### config.mk
export PLATFORM = sky130hd
export DESIGN_NAME = mem_port_arbiter
export DESIGN_NICKNAME = d
export VERILOG_FILES = /design/src/rtl/mem_port_arbiter.sv
export SDC_FILE = /design/constraint.sdc
export NUM_CORES = 1
export LEC_CHECK = 0
export ABC_CLOCK_PERIOD_IN_PS = 5300
export BUFFER_PORTS_ARGS = -buffer_cell sky130_fd_sc_hd__buf_4
export CAP_MARGIN = 20
export CORE_AREA = 2 2 116 118
export CTS_BUF_LIST = sky130_fd_sc_hd__clkbuf_8
export DETAILED_ROUTE_END_ITERATION = 8
export DIE_AREA = 0 0 118 120
export PLACE_DENSITY = 0.55
export SLEW_MARGIN = 20
export SYNTH_ARGS = -nofsm -noshare
export SYNTH_HDL_FRONTEND = slang
export SYNTH_SLANG_ARGS = --single-unit
### constraint.sdc
create_clock -name clk -period 5.3 [get_ports clk]
set_clock_uncertainty 0.15 [all_clocks]
set_input_delay 1.59 -clock clk [delete_from_list [all_inputs] [get_ports clk]]
set_output_delay 1.59 -clock clk [all_outputs]
set_load 0.05 [all_outputs]
### src/rtl/mem_port_arbiter.sv
// mem_port_arbiter: round-robin, burst-limited arbiter sharing one single-port memory between CPU (C) and debug (D)
// Ports:
//   clk, rst (async, active-low)
//   c_req/c_we/c_addr/c_wdata -> c_gnt (comb), c_rvalid/c_rdata : CPU requester
//   d_req/d_we/d_addr/d_wdata -> d_gnt (comb), d_rvalid/d_rdata : debug requester
//   mem_addr/mem_din/mem_ena/mem_wea -> memory, mem_dout <- memory
//   owner : registered owner, 0 IDLE, 1 C, 2 D
module mem_port_arbiter #(
    parameter int AW        = 32,
    parameter int DW        = 32,
    parameter int RD_LAT    = 1,
    parameter int MAX_BURST = 4
) (
    input  logic          clk,
    input  logic          rst,
    input  logic          c_req,
    input  logic          c_we,
    input  logic [AW-1:0] c_addr,
    input  logic [DW-1:0] c_wdata,
    output logic          c_gnt,
    output logic          c_rvalid,
    output logic [DW-1:0] c_rdata,
    input  logic          d_req,
    input  logic          d_we,
    input  logic [AW-1:0] d_addr,
    input  logic [DW-1:0] d_wdata,
    output logic          d_gnt,
    output logic          d_rvalid,
    output logic [DW-1:0] d_rdata,
    output logic [AW-1:0] mem_addr,
    output logic [DW-1:0] mem_din,
    output logic          mem_ena,
    output logic          mem_wea,
    input  logic [DW-1:0] mem_dout,
    output logic [1:0]    owner
);
    typedef enum logic [1:0] {IDLE = 2'd0, OWN_C = 2'd1, OWN_D = 2'd2} owner_t;
    localparam logic [3:0] MB = 4'(MAX_BURST);
    owner_t            state, state_nx;
    logic [3:0]        cnt, cnt_nx;
    logic [RD_LAT-1:0] tv, tid;
    logic              rv, rid;
    always_comb begin
        c_gnt    = 1'b0;
        d_gnt    = 1'b0;
        state_nx = IDLE;
        cnt_nx   = 4'd0;
        if (rst) begin
            // C wins when alone, from IDLE, while under its burst limit, or when D's burst is exhausted
            if (c_req && (!d_req || state == IDLE || (state == OWN_C ? cnt < MB : cnt >= MB)))
                c_gnt = 1'b1;
            else if (d_req)
                d_gnt = 1'b1;
            if (c_gnt) begin
                state_nx = OWN_C;
                cnt_nx   = (state == OWN_C) ? ((cnt < MB) ? cnt + 4'd1 : MB) : 4'd1;
            end
            if (d_gnt) begin
                state_nx = OWN_D;
                cnt_nx   = (state == OWN_D) ? ((cnt < MB) ? cnt + 4'd1 : MB) : 4'd1;
            end
        end
    end
    assign mem_ena  = c_gnt | d_gnt;
    assign mem_wea  = c_gnt ? c_we    : (d_gnt ? d_we    : 1'b0);
    assign mem_addr = c_gnt ? c_addr  : (d_gnt ? d_addr  : '0);
    assign mem_din  = c_gnt ? c_wdata : (d_gnt ? d_wdata : '0);
    // Tag pipe: stage 0 loads on the grant edge, last stage lines up with mem_dout
    always_ff @(posedge clk or negedge rst) begin
        if (!rst) begin
            state <= IDLE;
            cnt   <= 4'd0;
            tv    <= '0;
            tid   <= '0;
        end else begin
            state  <= state_nx;
            cnt    <= cnt_nx;
            tv[0]  <= mem_ena & ~mem_wea;
            tid[0] <= d_gnt;
            for (int i = 1; i < RD_LAT; i++) begin
                tv[i]  <= tv[i-1];
                tid[i] <= tid[i-1];
            end
        end
    end
    assign rv       = tv[RD_LAT-1];
    assign rid      = tid[RD_LAT-1];
    assign c_rvalid = rv & ~rid;
    assign d_rvalid = rv & rid;
    assign c_rdata  = c_rvalid ? mem_dout : '0;
    assign d_rdata  = d_rvalid ? mem_dout : '0;
    assign owner    = state;
endmodule

==> results of run 1 <==
==> power by group <==
group | total (W) | switching, W | internal [W] | leakage, nW
logic | 0.000488 | 0.000303 | 0.000185 | 2.30
registers | 0.0000623 | 0.00000603 | 0.0000562 | 0.0914
clock network | 0.0000723 | 0.0000224 | 0.0000500 | 0.0269
total | 0.000623 | 0.000331 | 0.000291 | 2.42
==> per-layer routing <==
layer  part of all wire [%]  track usage [%]  vias to the layer above
met2                     52             27.1                      192
met1                     39             15.7                     1530
met3                    8.8             3.42                        4
li1                       -                -                     1713
met4                   0.53             1.73                        0
met5                      0                0                        -
==> sequential cells by signal, indices dropped and copies added, names as in the netlist <==
register and count:
owner 2, rv 1, cnt 4
==> critical path, cell delays in order <==
cell and delay, ns:
buf_4 0.14, o211a_1 0.12, a311o_2 0.45, buf_4 0.30, o22ai_1 0.27, buf_4 0.24
==> area by class of cell <==
cell class	instances	area [µm²]	share of cell area, %
tap	176	220	5.10
timing repair buffer	310	2360	54.8
clock buffer	3	41.3	0.956
multi-input combinational	287	1500	34.8
sequential	7	175	4.06
clock inverter	1	3.75	0.0869
inverter	3	11.3	0.261
==> worst paths after layout <==
path,endpoint,slack (ns),start
min,cnt[1],0.52,owner[0]
min in group asynchronous,owner[1],1.12,rst
max in group asynchronous,owner[0],3.39,rst
min reg2reg,cnt[1],0.52,owner[0]
max,mem_din[13],0.43,c_req
max reg2reg,rv,3.46,owner[1]
==> cells by family after synthesis <==
kind of cell,Yosys count,synth area share (%)
buffers and inverters,43,10.7
adder cells (fa/ha/maj),1,0.671
flip-flops,7,9.39
other,1,0.201
AND/OR/NAND/NOR,209,52.0
AO/OA/AOI/OAI,76,27.0
==> through the flow <==
stage	hold slack [ns]	cell area, µm²	setup WS [ns]	total power (W)
after floorplan	0.461	1870	0.388	0.000349
after global placement	0.501	4270	0.426	0.000549
after detailed placement	0.516	4270	0.403	0.000554
after CTS	0.526	4320	0.399	0.000627
after global routing	0.542	4320	0.379	0.000655
final	0.515	4320	0.426	0.000623
==> placed cells by master, fill, tap and decap left out, types with 2 or more instances in the layout <==
cell	instances
buf_12	3
a211oi_1	2
o22ai_1	65
nand2_1	131
clkbuf_8	3
dfrtp_1	7
and2_1	33
nor3_1	2
buf_4	307
inv_1	4
nor2_1	6
and3_1	32
==> flow_metrics.py, run 1 <==
metrics = {
    "power": {
        "leakage_nw": 2.42,
        "ir_worst_vdd_v": 0.0000739,
        "power.density_mw_per_mm2": 144,
    },
    "detailed_routing": {
        "drc": 0,
        "vias": 3439,
        "drt_first_pass_iters": 5,
        "drt_iter0_markers": 135,
        "wl_um": 11100,
        "viasPerCell": 4.37,
        "drtAntennaViolNets": 0,
        "wire_per_inst_um": 14.1,
    },
    "min_path": {
        "hold_path_depth": 2,
        "min_path_type": "reg -> reg",
    },
    "clocking": {
        "cts.clk_slew.worst_paths_ns": 0.04,
        "postCtsHoldBufs": 0,
        "clk_latency_ns": 0.22,
        "cts_tree": "done",
        "clock_sinks": 7,
        "cts_buffer_depth": 2,
        "cts_htree_levels": 1,
        "numCtsBuffers": 3,
        "cts_resized": 0,
        "root_buffer": "clkbuf_8",
        "cts_setup_buffers": 0,
    },
    "synth": {
        "post-synth-top-area-cell": "nand2_1",
        "yosysTopAreaCellShare_pct": 26.4,
        "synth_commonest_cells": "131 x nand2_1, 65 x o22ai_1, 33 x and2_1",
        "async_flop_share_pct": 100,
        "syn_area_mm2": 0.00187,
        "yosysWarnings": 0,
        "synth_area_leaders": "nand2_1 26%, o22ai_1 22%, and2_1 11%, and3_1 11%, dfrtp_1 9.4%",
        "synth_area_per_cell_um2": 5.54,
        "synth-edff-count": 0,
        "ys_seq_area_share_pct": 9.39,
        "ys_seq_elements": 7,
        "synth.distinct_cells": 29,
        "ys.flop_type": "dfrtp_1",
        "syn_inst": 337,
        "synth.most_common_cell": "nand2_1",
        "synth_nets": 504,
    },
    "placement": {
        "port-buffer-count": 301,
        "placedCellCount": 783,
        "routabilityCongestion": 0.785,
        "dp_hpwl_um": 9220,
    },
    "global_route": {
        "first_global_vias": 3301,
        "grt_usage_pct": 14.0,
        "grt_max_degree": 65,
        "antenna_found_initial": 0,
        "grt_pass1_wl_um": 16500,
        "grt-ovfl-total": 0,
    },
    "cells_and_area": {
        "final_nets": 779,
        "fillers": 1409,
        "drive_above_1_share_pct": 51.7,
        "fin_util_pct": 33.3,
        "area_delta_synth_final_pct": 131,
        "layoutNonFillerInstCount": 787,
        "num_antenna_cells": 0,
    },
    "job": {
        "maxCapViolCount": 0,
    },
    "floorplan": {
        "num_rows": 42,
        "die_x_um": 118,
        "die_area_mm2": 0.0142,
        "start_util_pct": 14.4,
        "core_area_mm2": 0.0130,
        "ios": 302,
        "dieHeight_um": 120,
    },
    "timing": {
        "tightest_slew_ns": 0.851,
        "finalSetupViolations": 0,
        "grt_setup_unrepaired": "false",
        "finalMaxSlewViolations": 0,
        "fin_tns_setup_ns": 0,
        "fin_crit_ns": 4.87,
        "fmax_mhz": 205,
        "hold_viol_final": 0,
        "min_period_over_period_pct": 92.0,
        "max_slew_margin_pct": 43.3,
    },
    "critical_path": {
        "required_ns": 3.56,
        "r2r_cells": 5,
        "end_kind": "output pin",
        "critPathMaxFanout": 42,
        "crit_type": "in -> out",
        "worstSetupStartpointType": "primary input",
        "arrival_ns": 3.13,
    },
    "run_status": {
        "outcome": "finished clean",
    },
}
Power figures use the tool's default switching activity.
==> inputs of run 2 (changes only) <==
--- a/constraint.sdc
+++ b/constraint.sdc
@@ -4,2 +4,2 @@
 set_output_delay 1.59 -clock clk [all_outputs]
-set_load 0.05 [all_outputs]
+set_load 0.005 [all_outputs]
==> run 2 against run 1 <==
  * Core utilization barely moved
  * First-iteration DRC count shrank 18%
  * Clock power fell by 3%
  * Power shrank 30%
  * Setup slack gained 0.10 ns
  * Sequential share of layout area barely moved
  * Final area decreased by 0.12%
  * Wire length decreased by 1.9%
  * Die area unchanged
  * Critical endpoint unchanged
==> flow_metrics.py, run 2 (synthesized netlist as in run 1, its figures left out) <==
metrics = {
    "run_status": {
        "outcome": "finished clean",
    },
    "floorplan": {
        "core_area_mm2": 0.0130,
        "die_x_um": 118,
        "num_rows": 42,
        "die_area_mm2": 0.0142,
        "ios": 302,
        "start_util_pct": 14.4,
        "dieHeight_um": 120,
    },
    "clocking": {
        "root_buffer": "clkbuf_8",
        "cts_setup_buffers": 0,
        "postCtsHoldBufs": 0,
        "clock_sinks": 7,
        "cts.clk_slew.worst_paths_ns": 0.04,
        "clk_latency_ns": 0.22,
        "cts_tree": "done",
        "numCtsBuffers": 3,
        "cts_buffer_depth": 2,
        "cts_resized": 0,
        "cts_htree_levels": 1,
    },
    "critical_path": {
        "required_ns": 3.56,
        "worstSetupStartpointType": "primary input",
        "reg2reg_from": "owner[1]",
        "critPathMaxFanout": 41,
        "arrival_ns": 3.03,
        "cp-startpoint": "c_req",
        "end_kind": "output pin",
        "crit_type": "in -> out",
    },
    "timing": {
        "finalMaxSlewViolations": 0,
        "max_slew_margin_pct": 42.4,
        "fin_crit_ns": 4.77,
        "fmax_mhz": 210,
        "fin_tns_setup_ns": 0,
        "grt_setup_unrepaired": "false",
        "finalSetupViolations": 0,
        "tightest_slew_ns": 0.864,
        "min_period_over_period_pct": 90.0,
        "hold_viol_final": 0,
    },
    "cells_and_area": {
        "largest-register": "cnt",
        "final_common_cell": "buf_4",
        "fillers": 1402,
        "layout_common_cells": "309 x buf_4, 131 x nand2_1, 65 x o22ai_1, 33 x and2_1, 32 x and3_1",
        "num_antenna_cells": 0,
        "fin_area_mm2": 0.00431,
        "fin_util_pct": 33.2,
        "drive_above_1_share_pct": 51.8,
        "final_nets": 780,
        "layoutNonFillerInstCount": 788,
        "area_delta_synth_final_pct": 131,
        "largest_reg_flops": 4,
    },
    "placement": {
        "routabilityCongestion": 0.788,
        "port-buffer-count": 301,
        "dp_hpwl_um": 9160,
        "placedCellCount": 784,
        "placed_cell_area_mm2": 0.00427,
    },
    "power": {
        "ir_worst_vdd_v": 0.0000395,
        "leakage_nw": 2.42,
        "total_power_w": 0.000438,
        "power.density_mw_per_mm2": 102,
    },
    "global_route": {
        "grt_use_met2_pct": 27.7,
        "busiest_layer": "met2",
        "grt_usage_pct": 14.1,
        "grt_pass1_wl_um": 16600,
        "grt-ovfl-total": 0,
        "antenna_found_initial": 0,
        "use_met1_pct": 15.2,
        "gr-usage-met3_pct": 3.71,
        "grt_max_degree": 65,
        "first_global_vias": 3403,
    },
    "job": {
        "maxCapViolCount": 0,
    },
    "detailed_routing": {
        "vias": 3448,
        "drt_iter0_markers": 111,
        "wl_um": 10900,
        "drtAntennaViolNets": 0,
        "wire_per_inst_um": 13.9,
        "drc": 0,
        "drt_first_pass_iters": 4,
        "viasPerCell": 4.38,
    },
    "min_path": {
        "hold_path.startpoint": "cnt[1]",
        "min_path_type": "reg -> reg",
    },
}
## run 2: changes by cell type in the layout (fill, tap and decap cells not counted)
cell | previous run | this run
buf_12 | 3 | 2
buf_4 | 307 | 309
## run 2: where the power goes
part	switching [W]	internal, W
registers	0.00000609	0.0000563
clock network	0.0000206	0.0000498
logic	0.000126	0.000179
## run 2: per-stage QoR
step / hold slack [ns] / setup WS (ns)
final: 0.523 / 0.530
after global routing: 0.543 / 0.484
after CTS: 0.525 / 0.519
after detailed placement: 0.515 / 0.523
after global placement: 0.498 / 0.536
after floorplan: 0.461 / 1.01
## run 2: per-layer routing
metal  vias up  part of all wire, %
li1       1712                    -
met1      1524                   36
met2       206                   53
met3         6                   10
met4         0                 0.68
met5         -                    0
## run 2: cell type report
| class | instances | area (µm²) | area share [%] |
|---|---|---|---|
| well taps | 176 | 220 | 5.11 |
| clock buffers | 3 | 41.3 | 0.957 |
| flip-flops and latches | 7 | 175 | 4.06 |
| repair buffers | 311 | 2360 | 54.7 |
| multi-input cells | 287 | 1500 | 34.8 |
| inverters | 3 | 11.3 | 0.261 |
| clock inverters | 1 | 3.75 | 0.0870 |
## run 2: worst paths after layout
check,slack [ns],end,cells after the start
min in group asynchronous,1.13,owner[1],1
worst min register to register,0.52,cnt[1],3
worst max-delay path,0.53,mem_din[13],6
worst min-delay path,0.52,cnt[1],3
max in group asynchronous,3.39,cnt[0],2
worst max register to register,3.48,rv,4
## run 2: worst max-delay path, stage by stage
cell	delay, ns
buf_4	0.14
o211a_1	0.12
a311o_2	0.44
buf_4	0.30
o22ai_1	0.27
buf_4	0.15
